## config.mk

```make
export PLATFORM = sky130hd
export DESIGN_NAME = tick_gen
export DESIGN_NICKNAME = d
export VERILOG_FILES = /design/src/rtl/tick_gen_pkg.sv /design/src/rtl/tick_gen_ch.sv /design/src/rtl/tick_gen.sv
export SDC_FILE = /design/constraint.sdc
export NUM_CORES = 1
export LEC_CHECK = 0
export ABC_AREA = 1
export CORE_MARGIN = 2
export CORE_UTILIZATION = 55
export DETAILED_ROUTE_END_ITERATION = 12
export GPL_TIMING_DRIVEN = 0
export HOLD_SLACK_MARGIN = 0.15
export PLACE_DENSITY = 0.78
export SYNTH_ARGS = -nofsm -noshare
export SYNTH_HDL_FRONTEND = slang
export SYNTH_SLANG_ARGS = --single-unit
```

## constraint.sdc

```tcl
create_clock -name clk -period 2.8 [get_ports clk]
set_clock_uncertainty 0.2 [all_clocks]
set_input_delay 0.42 -clock clk [delete_from_list [all_inputs] [get_ports clk]]
set_output_delay 0.42 -clock clk [all_outputs]
set_load 0.01 [all_outputs]
```

## src/rtl/tick_gen_pkg.sv

```systemverilog
// Shared types and helpers for the programmable clock-enable generator.
package tick_gen_pkg;

    localparam int CNT_W_DEF       = 8;
    localparam int DEFAULT_DIV_DEF = 4;

    typedef logic [CNT_W_DEF-1:0] div_t;

    // A divider of zero would never wrap, so it behaves as divide-by-one.
    function automatic logic [31:0] eff_div(input logic [31:0] d);
        logic [31:0] r;
        if (d == 32'd0) begin
            r = 32'd1;
        end else begin
            r = d;
        end
        return r;
    endfunction

endpackage

```

## src/rtl/tick_gen_ch.sv

```systemverilog
// One tick/square channel with a shadowed divider that takes effect at period boundaries.
module tick_gen_ch
    import tick_gen_pkg::*;
#(
    parameter int CNT_W       = CNT_W_DEF,
    parameter int DEFAULT_DIV = DEFAULT_DIV_DEF
) (
    input  logic             clk,
    input  logic             reset_n,
    input  logic             enable,
    input  logic             sync_clr,
    input  logic             wr,
    input  logic [CNT_W-1:0] wr_val,
    output logic             tick,
    output logic             sq
);

    localparam logic [CNT_W-1:0] ONE      = CNT_W'(1);
    localparam logic [CNT_W-1:0] DIV_RST  = CNT_W'(DEFAULT_DIV);

    logic [CNT_W-1:0] cnt_q, cnt_d;
    logic [CNT_W-1:0] div_act_q, div_act_d;
    logic [CNT_W-1:0] div_pend_q, div_pend_d;
    logic             pend_vld_q, pend_vld_d;
    logic             tick_q, tick_d;
    logic             sq_q, sq_d;

    logic [CNT_W-1:0] eff_s;
    logic [CNT_W-1:0] half_s;
    logic [CNT_W-1:0] cnt_inc_s;
    logic [CNT_W-1:0] apply_val_s;
    logic             apply_s;
    logic             wrap_s;
    logic             boundary_s;

    assign eff_s       = CNT_W'(eff_div(32'(div_act_q)));
    assign half_s      = div_act_q >> 1;
    assign cnt_inc_s   = cnt_q + ONE;
    assign wrap_s      = (cnt_q == (eff_s - ONE));
    // A write on the boundary edge itself bypasses the shadow register.
    assign apply_val_s = wr ? wr_val : div_pend_q;
    assign apply_s     = wr | pend_vld_q;
    assign boundary_s  = sync_clr | (enable & wrap_s);

    // Next-state: boundary (wrap or realign) applies the divider, otherwise count/hold.
    always_comb begin
        cnt_d      = cnt_q;
        div_act_d  = div_act_q;
        div_pend_d = div_pend_q;
        pend_vld_d = pend_vld_q;
        tick_d     = 1'b0;
        sq_d       = sq_q;
        if (boundary_s) begin
            cnt_d      = '0;
            tick_d     = ~sync_clr;
            sq_d       = ~sync_clr;
            div_pend_d = apply_val_s;
            pend_vld_d = 1'b0;
            if (apply_s) begin
                div_act_d = apply_val_s;
            end else begin
                div_act_d = div_act_q;
            end
        end else begin
            if (wr) begin
                div_pend_d = wr_val;
                pend_vld_d = 1'b1;
            end else begin
                div_pend_d = div_pend_q;
                pend_vld_d = pend_vld_q;
            end
            if (enable) begin
                cnt_d = cnt_inc_s;
                if ((half_s != '0) && (cnt_inc_s == half_s)) begin
                    sq_d = 1'b0;
                end else begin
                    sq_d = sq_q;
                end
            end else begin
                cnt_d = cnt_q;
                sq_d  = sq_q;
            end
        end
    end

    // Channel state registers.
    always_ff @(posedge clk or negedge reset_n) begin
        if (!reset_n) begin
            cnt_q      <= '0;
            div_act_q  <= DIV_RST;
            div_pend_q <= DIV_RST;
            pend_vld_q <= 1'b0;
            tick_q     <= 1'b0;
            sq_q       <= 1'b0;
        end else begin
            cnt_q      <= cnt_d;
            div_act_q  <= div_act_d;
            div_pend_q <= div_pend_d;
            pend_vld_q <= pend_vld_d;
            tick_q     <= tick_d;
            sq_q       <= sq_d;
        end
    end

    assign tick = tick_q;
    assign sq   = sq_q;

endmodule

```

## src/rtl/tick_gen.sv

```systemverilog
// Multi-channel programmable clock-enable generator: write decode plus one channel per output bit.
module tick_gen
    import tick_gen_pkg::*;
#(
    parameter  int NUM_CH      = 2,
    parameter  int CNT_W       = CNT_W_DEF,
    parameter  int DEFAULT_DIV = DEFAULT_DIV_DEF,
    localparam int CH_W        = (NUM_CH > 1) ? $clog2(NUM_CH) : 1
) (
    input  logic              clk,
    input  logic              reset_n,
    input  logic              enable,
    input  logic              sync_clr,
    input  logic              div_wr,
    input  logic [CH_W-1:0]   div_ch,
    input  logic [CNT_W-1:0]  div_val,
    output logic [NUM_CH-1:0] tick,
    output logic [NUM_CH-1:0] sq
);

    // Channel indices at or above NUM_CH match no decoder, so such writes are dropped.
    for (genvar i = 0; i < NUM_CH; i++) begin : g_ch
        logic wr_s;
        assign wr_s = div_wr & (div_ch == CH_W'(i));

        tick_gen_ch #(
            .CNT_W       (CNT_W),
            .DEFAULT_DIV (DEFAULT_DIV)
        ) u_ch (
            .clk      (clk),
            .reset_n  (reset_n),
            .enable   (enable),
            .sync_clr (sync_clr),
            .wr       (wr_s),
            .wr_val   (div_val),
            .tick     (tick[i]),
            .sq       (sq[i])
        );
    end

endmodule

```

# Word-level counts from Yosys, hierarchy flattened
# Index checks and enable logic that the tools add are counted.
[word_totals]
register_bits = 54
inputBits = 14
elab_cells = 66
[op_classes]
n_addsub = 4
eq_ne = 4
muxes = 20
bitwise = 10
reduce_logical = 16
[ops]
columns = ["operator", "n"]
rows = [
  ["$mux W8", 8],
  ["$add A8 B1 Y8 const B", 2],
  ["$eq A8 B7 Y1", 2],
  ["$eq A8 B8 Y1", 2],
  ["$logic_not A8 Y1", 2],
  ["$reduce_bool A8 Y1", 2],
  ["$sub A8 B1 Y8 const B", 2],
  ["$mux W1", 12],
  ["$reduce_bool A2 Y1", 6],
  ["$reduce_and A2 Y1", 4],
  ["$and A1 B1 Y1", 4],
  ["$or A1 B1 Y1", 4],
  ["$logic_and A1 B1 Y1", 2],
  ["$not A1 Y1", 2],
]

# Logic depth before layout (Yosys ltp)
[depth]
word_depth = 8
mapped_depth = 20
depth_no_buf = 20

# Hierarchy
# A second synthesis with hierarchy kept.
[hier_totals]
hier_cells = 481
area_unflattened_um2 = 3467.1
[modules_own_cells]
columns = ["mod", "instances", "cells_per_inst", "area_per_inst_um2", "seq_area_each_um2"]
rows = [
  ["tick_gen_ch at g_ch[1].u_ch", 1, 245, 1769.2, 678.2],
  ["tick_gen_ch at g_ch[0].u_ch", 1, 232, 1680.4, 678.2],
  ["tick_gen", 1, 4, 17.5, 0.0],
]

# Worst setup path before layout
# Ideal clock, no wire load.
[synth_timing]
path_kind = "register to register"
start = "register g_ch[1].u_ch.div_act_q[6]"
end = "register g_ch[1].u_ch.div_act_q[5]"
setup_ns = 0.117
arrival_ns = 2.088
path_slack_ns = 0.394
path_stages_with_launch = 21
synth_period_minus_slack_ns = 2.406
cell_sequence = "dfrtp_1 > buf_2 > nor2_2 > nand2_1 > inv_2 > nand2_2 > nand2_2 > inv_1 > ha_1 > nand2_1 > nand2_1 > nor2_1 > nand2_1 > nor2_1 > nand3_2 > nor2_2 > nand3_2 > nand2_4 > nand2_2 > nand2_1 > nand2_1"
[synth_via]
elab_chain_len = 7
[synth_rtl]
columns = ["element", "line", "source"]
rows = [
  ["start: declaration", "tick_gen_ch.sv:22", "logic [CNT_W-1:0] div_act_q, div_act_d;"],
  ["start signal: assignment", "tick_gen_ch.sv:97", "div_act_q <= div_act_d;"],
  ["$logic_not A8 Y1", "tick_gen_pkg.sv:12", "if (d == 32'd0) begin"],
  ["$mux W8 (*)", "tick_gen_pkg.sv:12", ""],
  ["$sub A8 B1 Y8 (*)", "tick_gen_ch.sv:39", "assign wrap_s = (cnt_q == (eff_s - ONE));"],
  ["$eq A8 B8 Y1 (*)", "tick_gen_ch.sv:39", ""],
  ["$and A1 B1 Y1 (*)", "tick_gen_ch.sv:43", "assign boundary_s = sync_clr | (enable & wrap_s);"],
  ["$or A1 B1 Y1 (*)", "tick_gen_ch.sv:43", ""],
  ["$reduce_and A2 Y1 (no source line) (*)", "n/a", ""],
]
# Mark *: on every way between the ends. The rest lies on a longest branch, timed or not.
# A chain may end at the register's enable or synchronous reset.

# Worst setup path after layout
[layout_timing]
start = "register g_ch[0].u_ch.div_act_q[2]"
end = "register g_ch[0].u_ch.div_act_q[3]"
[layout_via]
elab_chain_len = 7
[layout_rtl]
columns = ["element", "line"]
rows = [
  ["start: declaration", "tick_gen_ch.sv:22"],
  ["start signal: assignment", "tick_gen_ch.sv:97"],
  ["$logic_not A8 Y1", "tick_gen_pkg.sv:12"],
  ["$mux W8 (*)", "tick_gen_pkg.sv:12"],
  ["$sub A8 B1 Y8 (*)", "tick_gen_ch.sv:39"],
  ["$eq A8 B8 Y1 (*)", "tick_gen_ch.sv:39"],
  ["$and A1 B1 Y1 (*)", "tick_gen_ch.sv:43"],
  ["$or A1 B1 Y1 (*)", "tick_gen_ch.sv:43"],
  ["$reduce_and A2 Y1 (no source line) (*)", "n/a"],
]
# Marks and branches as above.

==> impl_metrics.json <==
{
  "status": "complete, no violations",
  "crit_required_ps": 2860,
  "reg2reg_depth": 20,
  "wl_per_cell_um": 12.7,
  "p_per_area_nw_per_um2": 601,
  "final_cell_area_um2": 4050,
  "grt_max_degree": 42,
  "slew_viol_final": 0,
  "fp.dieArea_um2": 6650,
  "period_needed_ps": 2670,
  "vias": 2981,
  "cts_tree": "done",
  "critPathKind": "reg2reg",
  "cts-htree-levels": 2,
  "ys_ff_latch": 54,
  "synth_edf_count": 0,
  "ys.flop_type": "dfrtp_1",
  "ir_drop_mv": 0.433,
  "drc": 0,
  "hold_start": "g_ch[0].u_ch.div_act_q[0]",
  "wl_met1_um": 3380,
  "yosysWarnings": 0,
  "tightestPinTransition_ps": 480,
  "die_h_um": 81.6,
  "slew_headroom_pct": 68.0,
  "drtAntennaViolNets": 0,
  "critPathArrivalTime_ps": 2730,
  "antenna_found_initial": 0,
  "wl_um": 7380,
  "die_w_um": 81.6,
  "via_per_inst": 5.12,
  "drive_gt1_share_pct": 20.7,
  "nNetsFinal": 524,
  "clk_pin_slew_ps": 110,
  "met3_wirelength_um": 290,
  "start_util_pct": 56.6,
  "cts_inserted_buffers": 5,
  "cts_sinks": 54,
  "insertion_delay_ps": 310,
  "holdWs_ps": 297,
  "reg2reg_to": "g_ch[0].u_ch.div_act_q[3]",
  "final_common_cell": "nand2_1",
  "dr_wl_met2_um": 3630,
  "netlist_area_um2": 3310,
  "syn_avg_cell_area_um2": 7.24,
  "first_pass_iters": 4,
  "yosysSeqAreaShare_pct": 41.0,
  "holdPathStages": 2,
  "finalCritPeriodShare_pct": 95.2,
  "hpwl_um": 5210,
  "crit_fanout": 5,
  "p_leak_nw": 2.06,
  "portBuffers": 17,
  "core_area_um2": 5850,
  "start_kind": "flip-flop",
  "worst_setup_path_end_kind": "flip-flop",
  "grt-ovfl-total": 0,
  "yosys.cell_types.count": 30,
  "io_pins": 18,
  "finalHoldViolations": 0,
  "top_layer": "met4",
  "reg2reg_from": "g_ch[0].u_ch.div_act_q[2]",
  "grtUsageTotal_pct": 22.7,
  "cts_buffer_depth": 2,
  "hold_path_class": "reg2reg",
  "drt_iter0_markers": 190,
  "area_growth_pct": 22.3,
  "num_rows": 28,
  "hold-path-endpoint": "g_ch[0].u_ch.div_act_q[0]",
  "final_cell_mix": "nand2_1 (128), inv_1 (49), dfrtp_1 (45)",
  "cap_violations": 0,
  "gp_congestion": 0.935,
  "r2r_slack_ps": 130,
  "grt_pass1_wl_um": 11800,
  "syn_inst": 457,
  "cts_root_buf": "clkbuf_8",
  "dpl_cell_area_um2": 3590,
  "max_freq_mhz": 375,
  "antenna_cells": 0,
  "grt_pass1_vias": 2661,
  "finalSetupViolCount": 0,
  "synth_nets": 475,
  "async_flop_share_pct": 100
}
==> cell type report <==
type                       instances  area, µm²
fill                             483       1800
multi-input combinational        329       1760
sequential                        54       1360
timing repair buffer              42        414
inverter                          61        229
tap                               75       93.8
buffer                            13       87.6
clock buffer                       5       68.8
clock inverter                     3       27.5
==> registers in the layout, indices dropped and copies added (netlist names) <==
signal                flops
g_ch.u_ch.cnt_q          16
g_ch.u_ch.div_act_q      16
g_ch.u_ch.tick            2
g_ch.u_ch.div_pend_q     16
g_ch.u_ch.sq              2
g_ch.u_ch.pend_vld_q      2
==> worst max-delay path, stage by stage (launching register included) <==
cell and delay (ps):
dfstp_2 610, inv_2 70, nand2_4 70, nor2_4 50
nand2_4 80, nand2_2 60, inv_2 80, ha_4 160
inv_2 40, nand2_2 50, nand2_1 60, nand2_1 70
nand2_1 50, nor2_1 120, nand3_1 100, nor2_2 170
nand3_2 110, nand2_4 180, buf_8 140, nand3_1 80
nand2_1 70
==> worst max path at each step <==
| stage | startpoint | to | slack [ps] | cells past startpoint |
|---|---|---|---|---|
| final | g_ch[0].u_ch.div_act_q[2] | g_ch[0].u_ch.div_act_q[3] | 130 | 20 |
| after global routing | g_ch[0].u_ch.div_act_q[2] | g_ch[0].u_ch.div_act_q[3] | -30 | 20 |
| after CTS | g_ch[0].u_ch.div_act_q[4] | g_ch[0].u_ch.div_act_q[6] | 60 | 17 |
| after detailed placement | g_ch[1].u_ch.div_act_q[6] | g_ch[1].u_ch.div_act_q[6] | 80 | 20 |
| after global placement | reset_n | g_ch[0].u_ch.tick | -440 | 1 |
| after floorplan | g_ch[1].u_ch.div_act_q[6] | g_ch[1].u_ch.div_act_q[5] | 390 | 20 |
==> power breakdown <==
group,total [mW],switching [mW],internal (mW)
Sequential,1.01,0.118,0.889
Clock,0.468,0.282,0.186
Combinational,0.957,0.548,0.409
Total,2.43,0.948,1.48
==> metrics by stage <==
| step | instances | utilization, % | setup slack (ps) | setup TNS (ps) | power (mW) |
|---|---|---|---|---|---|
| floorplan | 457 | - | 394 | 0 | 1.59 |
| global placement | 549 | 61.1 | -438 | -21720 | 1.74 |
| detailed placement | 550 | 61.3 | 80.7 | 0 | 1.78 |
| CTS | 559 | 63.2 | 64.1 | 0 | 2.24 |
| global route | 582 | 69.2 | -26.2 | -104 | 2.61 |
| finish | 582 | 69.2 | 134 | 0 | 2.43 |
==> synthesized netlist by cell type (7+ instances only) <==
cell / instances / share of area, %
a21oi_1: 9 / 1.4
dfrtp_1: 50 / 38
inv_1: 54 / 6.1
inv_2: 7 / 0.79
nand2_1: 140 / 16
nand2_2: 9 / 1.7
nand3_1: 38 / 5.7
nand4_1: 10 / 1.9
nor2_1: 40 / 4.5
o21ai_0: 30 / 4.5
xor2_1: 18 / 4.8
==> cell families after synthesis <==
kind of cell / after synthesis / share of synthesized area (%)
AO/OA/AOI/OAI: 41 / 6.39
XOR/XNOR: 24 / 6.35
adder cells (fa/ha/maj): 4 / 1.51
buffers and inverters: 75 / 9.60
flip-flops: 54 / 41.0
AND/OR/NAND/NOR: 259 / 35.2
==> routing by layer <==
layer,track usage (%),vias up
li1,-,1522
met1,30.1,1386
met2,39.0,63
met3,3.30,10
met4,6.00,0
met5,0,-
==> what timing repair did <==
| action | in CTS | in global routing |
|---|---|---|
| hold endpoints to repair | 52 | 0 |
| hold buffers | 1 | 0 |
| resized for setup | 0 | 40 |
| buffers inserted | 0 | 21 |
| setup endpoints to repair | 0 | 34 |
No activity file was read; power rests on OpenSTA's default activity.
